$ cat src/rtl/fifo_uart_tx.sv
// fifo_uart_tx: drains a show-ahead FIFO and sends each word as an async serial frame.
module fifo_uart_tx #(
  parameter int B            = 8,
  parameter int CLKS_PER_BIT = 16,
  parameter int PARITY_EN    = 0,
  parameter int STOP_BITS    = 1
) (
  input  logic         clk,
  input  logic         reset,
  input  logic         tx_en,
  input  logic         fifo_empty,
  input  logic [B-1:0] fifo_rd_data,
  output logic         fifo_rd,
  output logic         tx,
  output logic         busy,
  output logic         frame_done
);
  localparam int CW = (CLKS_PER_BIT > 1) ? $clog2(CLKS_PER_BIT) : 1;
  localparam int BW = $clog2(B) + 1;
  typedef enum logic [2:0] {IDLE, START, DATA, PARITY, STOP} state_t;
  state_t         state_q, state_d;
  logic [CW-1:0]  cnt_q, cnt_d;
  logic [BW-1:0]  bit_q, bit_d;
  logic [B-1:0]   shift_q, shift_d;
  logic           par_q, par_d, tx_q, tx_d;
  logic           bit_end, last_stop, launch;
  always_comb begin
    bit_end   = cnt_q == CW'(CLKS_PER_BIT - 1);
    last_stop = state_q == STOP && bit_end && bit_q == BW'(STOP_BITS - 1);
    launch    = (state_q == IDLE || last_stop) && tx_en && !fifo_empty;
    state_d   = state_q;
    cnt_d     = (state_q == IDLE || bit_end) ? '0 : cnt_q + 1'b1;
    bit_d     = bit_q;
    shift_d   = shift_q;
    par_d     = par_q;
    case (state_q)
      START:  if (bit_end) begin
        state_d = DATA;
        bit_d   = '0;
      end
      DATA:   if (bit_end) begin
        shift_d = shift_q >> 1;
        bit_d   = (bit_q == BW'(B - 1)) ? '0 : bit_q + 1'b1;
        if (bit_q == BW'(B - 1)) state_d = (PARITY_EN != 0) ? PARITY : STOP;
      end
      PARITY: if (bit_end) begin
        state_d = STOP;
        bit_d   = '0;
      end
      STOP:   if (bit_end) begin
        bit_d = bit_q + 1'b1;
        if (last_stop) state_d = IDLE;
      end
      default: ;
    endcase
    // a launch from the last stop bit overrides the return to IDLE (back-to-back frames)
    if (launch) begin
      state_d = START;
      shift_d = fifo_rd_data;
      par_d   = ^fifo_rd_data;
      cnt_d   = '0;
      bit_d   = '0;
    end
    tx_d = state_d == START  ? 1'b0 :
           state_d == DATA   ? shift_d[0] :
           state_d == PARITY ? par_d : 1'b1;
  end
  always_ff @(posedge clk or posedge reset) begin
    if (reset) begin
      state_q <= IDLE;
      cnt_q   <= '0;
      bit_q   <= '0;
      shift_q <= '0;
      par_q   <= 1'b0;
      tx_q    <= 1'b1;
    end else begin
      state_q <= state_d;
      cnt_q   <= cnt_d;
      bit_q   <= bit_d;
      shift_q <= shift_d;
      par_q   <= par_d;
      tx_q    <= tx_d;
    end
  end
  assign fifo_rd    = launch && !reset;
  assign tx         = tx_q;
  assign busy       = state_q != IDLE;
  assign frame_done = last_stop;
endmodule

$ cat config.mk
export PLATFORM = sky130hd
export DESIGN_NAME = fifo_uart_tx
export DESIGN_NICKNAME = d
export VERILOG_FILES = /design/src/rtl/fifo_uart_tx.sv
export SDC_FILE = /design/constraint.sdc
export NUM_CORES = 1
export LEC_CHECK = 0
export CAP_MARGIN = 20
export CORE_UTILIZATION = 57
export DETAILED_ROUTE_END_ITERATION = 6
export GPL_TIMING_DRIVEN = 0
export PLACE_DENSITY_LB_ADDON = 0.1
export SLEW_MARGIN = 5
export SYNTH_ARGS = -nofsm -noshare
export SYNTH_HDL_FRONTEND = slang
export SYNTH_SLANG_ARGS = --single-unit
$ cat constraint.sdc
create_clock -name clk -period 3.1 [get_ports clk]
set_clock_uncertainty 0.15 [all_clocks]
set_input_delay 0.465 -clock clk [delete_from_list [all_inputs] [get_ports clk]]
set_output_delay 0.465 -clock clk [all_outputs]
set_load 0.02 [all_outputs]
==> results.md, run 1 <==
- Row count: 16
- Area grow syn2layout: 19.26%
- Hold Violations, Final: 0
- Top FF cell, synth: dfrtp_1
- Number of synthesized flops with an enable pin: 0
- Netlist Area Pre-Place: 0.001189 mm²
- Pleak: 0.6358 nW
- Number of global-route vias before repair: 855
- Clock sink count: 21
- Fmax: 372.1 MHz
- Fin crit period: 2.687 ns
- 1st-pass router iterations: 4
- Worst-skew pair later-pin latency: 0.31 ns
- First-pass GRT wire length: 3677 µm
- Vias per Instance: 5.749
- P per Cell Area: 315.5 mW/mm²
- Initial DRC count: 33
- H-tree depth: 1
- I/O pins: 16
- Worst IR Drop VDD: 0.0003527 V
- Initial core utilization: 0.6059
- Mapped Cells: 125
- Root buffer cell: clkbuf_4
- Synth Register Bits: 21
- Clock power share: 0.301
- RSZ-0062 raised after global routing: no
- Yosys cell types: 38
- Worst path slowest cell: dfrtp_1
- Syn Area/Cell: 9.509 µm²
- Proportion of layout cells with a drive suffix above 1: 0.1111
- Cell Chain, Critical Path: inv_1 -> ha_1 -> or3b_4 -> o21ai_4 -> nand2_1 -> nor2_1 -> dlymetal6s2s_1
- Switching power: 102.5 µW
- Wirelength per Cell: 13.76 µm
- Crit path DAT: 2.07 ns
- Synth warnings: 0
- Sequential power share: 0.612
- TNS Setup: 0 ns
- DR vias: 983
- Slew Viols, Final: 0
- Cell internal pwr: 344.8 µW
- Max Cap Viol: 0
- Post-synthesis sequential area ratio: 0.4432
- Port bufs: 15
- CTS clk-pin slew, worst paths: 0.12 ns
- Utilization after layout: 0.7226
- Power share of the combinational group: 0.087
- Initial antenna violation count: 0
- CTS Buf Count: 3
- Area after DPL: 0.001373 mm²
- Pin count of the biggest net entering global routing: 22
- CTS tree: yes
- Pre-CTS setup slack: -0.008272 ns
- Final setup viols: 0
- Worst min path class: register to register
- Antenna Cells: 0
- Die height: 47.67 µm
- All-Layer GR Usage: 0.2353
- Final Instance Area: 0.001418 mm²
- WP data required: 2.48 ns
- Remaining antenna violation count: 0
- CP max stage delay: 0.44 ns
- Final worst slack: 0.4126 ns
- Most frequent cells in the layout: dfrtp_1, nor2_1, clkdlybuf4s50_1
- Core ar.: 0.001962 mm²
- Ys async rst share: 1.000
- Die Footprint: 0.002272 mm²
- Worst setup path class: register to output pin
- Width of the die: 47.67 µm
- Hold_buf cts: 0
- Worst Tran Pin Value: 0.7815 ns
- Crit path launch type: register
- Net Sw Frac: 0.2291
- Grt ovf: 0
- Clk buf depth: 2
- Outcome: complete, no violations
- Nets@finish: 160
- CP max FO: 6
- Delay-heaviest family, CP: simple AND/OR/NAND/NOR gates
- Max transition margin: 0.4785
- Worst Setup End Kind: output pin
- Syn Nets: 140
- Commonest non-fill, non-tap cell in the layout: dfrtp_1
- Tot Pwr: 447.3 µW
- Drt drc: 0
- Final HPWL DP: 1662 µm
- Tcrit/Tclk final: 0.8669
- CP Buf/Inv Count: 2
- Post-CTS setup buffers: 0
- Final Wtd Congestion: 0.8801
- Post-cts resize count: 2
- Routed WL: 2353 µm
-- stage by stage --
| step | cells | hold WS [ns] |
|---|---|---|
| detailed placement | 167 | 0.3067 |
| CTS | 171 | 0.3230 |
| global placement | 167 | 0.2976 |
| global route | 171 | 0.3305 |
| floorplan | 125 | 0.2800 |
| finish | 171 | 0.3182 |
-- worst paths after layout --
path	start	endpoint	slack (ns)	cells after the start
min	cnt_q[0]	cnt_q[0]	0.32	1
max reg2reg	cnt_q[0]	shift_q[5]	1.02	5
max	bit_q[0]	fifo_rd	0.41	7
min in group asynchronous	reset	par_q	0.46	2
max in group asynchronous	reset	bit_q[3]	1.85	2
min reg2reg	cnt_q[0]	cnt_q[0]	0.32	1
-- registers in the layout, summed over array words and instances, names as in the netlist --
name     flops
tx           1
shift_q      8
par_q        1
cnt_q        4
bit_q        4
state_q      3
-- cell type report --
cell class | count | area, µm²
plain buffers | 4 | 28.78
well taps | 27 | 33.78
fillers | 176 | 544.3
flip-flops and latches | 21 | 526.8
repair buffers | 15 | 155.1
clock inverters | 1 | 5.005
clock buffers | 3 | 22.52
inverters | 3 | 11.26
multi-input cells | 97 | 634.4
-- power groups by stage --
stage | sequential (mW) | clock [mW] | combinational (mW)
floorplan | 0.279 | 0 | 0.0198
global placement | 0.279 | 0 | 0.0391
detailed placement | 0.279 | 0 | 0.0392
CTS | 0.274 | 0.140 | 0.0395
global route | 0.274 | 0.151 | 0.0422
finish | 0.274 | 0.135 | 0.0388
-- metal layers --
layer / global-route usage / vias to the layer above / wire length (µm) / part of all wire
met4: 0.1278 / 0 / 50 / 0.021
met3: 0.02264 / 5 / 86 / 0.037
met5: 0 / - / 0 / 0
met2: 0.3890 / 25 / 1101 / 0.47
li1: - / 485 / - / -
met1: 0.3035 / 468 / 1114 / 0.47
-- cells in the mapped netlist, types with 2 or more instances --
| master | n | area share |
|---|---|---|
| nand3_1 | 9 | 0.038 |
| nand2_1 | 9 | 0.028 |
| buf_2 | 2 | 0.0084 |
| a221o_1 | 6 | 0.051 |
| o21ai_0 | 5 | 0.021 |
| and2_1 | 6 | 0.032 |
| and3_1 | 3 | 0.016 |
| nor2_1 | 14 | 0.044 |
| o21ai_1 | 5 | 0.021 |
| inv_1 | 3 | 0.0095 |
| a21oi_1 | 7 | 0.029 |
| nand2b_1 | 2 | 0.011 |
| xnor2_1 | 8 | 0.059 |
| ha_1 | 3 | 0.032 |
| dfrtp_1 | 20 | 0.42 |
-- cell families after synthesis --
family	share of synthesized area
compound gates	0.1579
xor+xnor	0.06632
fa+ha+maj	0.03158
buf+inv	0.03369
flops	0.4432
mux	0.008421
simple gates	0.2590
Note: power is estimated with default switching activity, not from simulation.
==> run 2: changes to the inputs <==
SETUP_SLACK_MARGIN = 0.15   (was unset)
==> results.md, run 2 (synthesis results as in run 1) <==
- Crit path DAT: 2.18 ns (was 2.07 ns)
- Cell internal pwr: 344.8 µW (about the same)
- Tcrit/Tclk final: 0.9021 (was 0.8669)
- Most frequent cells in the layout: dfrtp_1, nor2_1, clkdlybuf4s50_1 (unchanged)
- Vias per Instance: 5.749 (unchanged)
- Die height: 47.67 µm (unchanged)
- Proportion of layout cells with a drive suffix above 1: 0.1111 (unchanged)
- Row count: 16 (unchanged)
- Worst setup path class: register to output pin (unchanged)
- Clk buf depth: 2 (unchanged)
- Clock sink count: 21 (unchanged)
- Worst R2R Setup Slack: 1.02 ns (about the same)
- Fmax: 357.6 MHz (was 372.1 MHz)
- Hold_buf cts: 0 (unchanged)
- Final Wtd Congestion: 0.8801 (unchanged)
- Remaining antenna violation count: 0 (unchanged)
- Number of flip-flops under the largest register name: 8 (unchanged)
- CTS clk-pin slew, worst paths: 0.12 ns (about the same)
- CTS Buf Count: 3 (unchanged)
- Clock power share: 0.301 (about the same)
- Crit path launch type: register (unchanged)
- Drt drc: 0 (unchanged)
- Worst Setup End Kind: output pin (unchanged)
- All-Layer GR Usage: 0.2353 (unchanged)
- Initial DRC count: 33 (unchanged)
- First-pass GRT wire length: 3677 µm (unchanged)
- Worst min path class: register to register (unchanged)
- Outcome: complete, no violations (unchanged)
- Worst path slowest cell: dfrtp_1 (unchanged)
- Hold Path Stages: 1 (unchanged)
- Cell Chain, Critical Path: inv_1 -> ha_1 -> or3b_4 -> o21ai_4 -> nand2_1 -> nor2_1 -> dlygate4sd2_1 (was inv_1 -> ha_1 -> or3b_4 -> o21ai_4 -> nand2_1 -> nor2_1 -> dlymetal6s2s_1)
- Biggest register: shift_q (unchanged)
- Hold Violations, Final: 0 (unchanged)
- Worst-skew pair later-pin latency: 0.31 ns (about the same)
- CP Buf/Inv Count: 2 (unchanged)
- CP max FO: 6 (unchanged)
- Pin count of the biggest net entering global routing: 22 (unchanged)
- Switching power: 102.5 µW (about the same)
- Initial core utilization: 0.6059 (unchanged)
- Core ar.: 0.001962 mm² (unchanged)
- Antenna Cells: 0 (unchanged)
- Nets@finish: 160 (unchanged)
- Die Footprint: 0.002272 mm² (unchanged)
- Number of global-route vias before repair: 855 (unchanged)
- Post-CTS setup buffers: 0 (unchanged)
- Grt ovf: 0 (unchanged)
- TNS Setup: 0 ns (unchanged)
- CTS tree: yes (unchanged)
- Power share of the combinational group: 0.087 (about the same)
- Max Cap Viol: 0 (unchanged)
- Area grow syn2layout: 18.63% (was 19.26%)
- Final Instance Area: 0.001410 mm² (was 0.001418 mm²)
- Post-cts resize count: 4 (was 2)
- WP data required: 2.48 ns (about the same)
- Pleak: 0.6080 nW (was 0.6358 nW)
- Fin crit period: 2.797 ns (was 2.687 ns)
- I/O pins: 16 (unchanged)
- Crit path depth: 7 (unchanged)
- Top Registers: shift_q (8), bit_q (4), cnt_q (4) (unchanged)
- Commonest non-fill, non-tap cell in the layout: dfrtp_1 (unchanged)
- Utilization after layout: 0.7188 (was 0.7226)
- Net Sw Frac: 0.2292 (was 0.2291)
- H-tree depth: 1 (unchanged)
- Final setup viols: 0 (unchanged)
- Port bufs: 15 (unchanged)
- Worst IR Drop VDD: 0.0003527 V (about the same)
- Delay-heaviest family, CP: simple AND/OR/NAND/NOR gates (unchanged)
- Sequential power share: 0.612 (about the same)
- DR vias: 983 (unchanged)
- Area after DPL: 0.001373 mm² (unchanged)
- Routed WL: 2352 µm (was 2353 µm)
- Max transition margin: 0.4785 (about the same)
- RSZ-0062 raised after global routing: no (unchanged)
- Final HPWL DP: 1662 µm (unchanged)
- Reg2Reg Depth: 5 (unchanged)
- 1st-pass router iterations: 4 (unchanged)
- CP max stage delay: 0.44 ns (about the same)
- Slew Viols, Final: 0 (unchanged)
- Root buffer cell: clkbuf_4 (unchanged)
- Wirelength per Cell: 13.75 µm (was 13.76 µm)
- Width of the die: 47.67 µm (unchanged)
- Worst Tran Pin Value: 0.7815 ns (about the same)
- Tot Pwr: 447.3 µW (about the same)
- Initial antenna violation count: 0 (unchanged)
- P per Cell Area: 317.2 mW/mm² (was 315.5 mW/mm²)
-- run 2: cell count changes in the layout (fill, tap and decap cells not counted) --
cell            change
dlygate4sd2_1       +2
dlymetal6s2s_1      -2
-- run 2: through the flow --
stage	setup slack (ns)	hold slack [ns]	cells
3_3_place_gp	0.006224	0.2976	167
2_1_floorplan	0.8733	0.2800	125
3_5_place_dp	-0.008272	0.3067	167
4_1_cts	0.2943	0.3230	171
5_1_grt	0.1899	0.3305	171
6_report	0.3035	0.3182	171
-- run 2: worst register-to-register path: cells and delay by family, from the launching register on --
kind,cells,cell delay (ns)
flops,1,0.39
compound gates,2,0.46
fa+ha+maj,1,0.27
simple gates,2,0.70
-- run 2: worst paths after layout --
path	startpoint	endpoint
setup / recovery	bit_q[0]	fifo_rd
hold / removal	cnt_q[0]	cnt_q[0]
setup reg to reg	cnt_q[0]	shift_q[5]
hold reg to reg	cnt_q[0]	cnt_q[0]
max in group asynchronous	reset	bit_q[3]
min in group asynchronous	reset	par_q
-- run 2: area by class of cell --
cell class	instances	area (µm²)
Buffer	4	28.78
Fill cell	178	551.8
Multi-Input combinational cell	97	634.4
Clock inverter	1	5.005
Timing Repair Buffer	15	147.6
Sequential cell	21	526.8
Tap cell	27	33.78
Inverter	3	11.26
Clock buffer	3	22.52
-- run 2: power by group through the flow --
stage / Sequential, mW / Clock, mW / Combinational, mW
after floorplan: 0.279 / 0 / 0.0198
after global placement: 0.279 / 0 / 0.0391
after detailed placement: 0.279 / 0 / 0.0392
after CTS: 0.274 / 0.140 / 0.0395
after global routing: 0.274 / 0.151 / 0.0422
final: 0.274 / 0.135 / 0.0388
-- run 2: routing by layer --
layer / up-vias / part of all wire / GRT usage
met4: 0 / 0.021 / 0.1278
met2: 25 / 0.47 / 0.3890
li1: 485 / - / -
met1: 468 / 0.47 / 0.3035
met3: 5 / 0.036 / 0.02264
met5: - / 0 / 0
==> run 3: changes to the inputs <==
SKIP_LAST_GASP = 1   (was unset)
==> results of run 3 <==
Same layout as run 2: the final DEF is identical, and so are final timing and power.
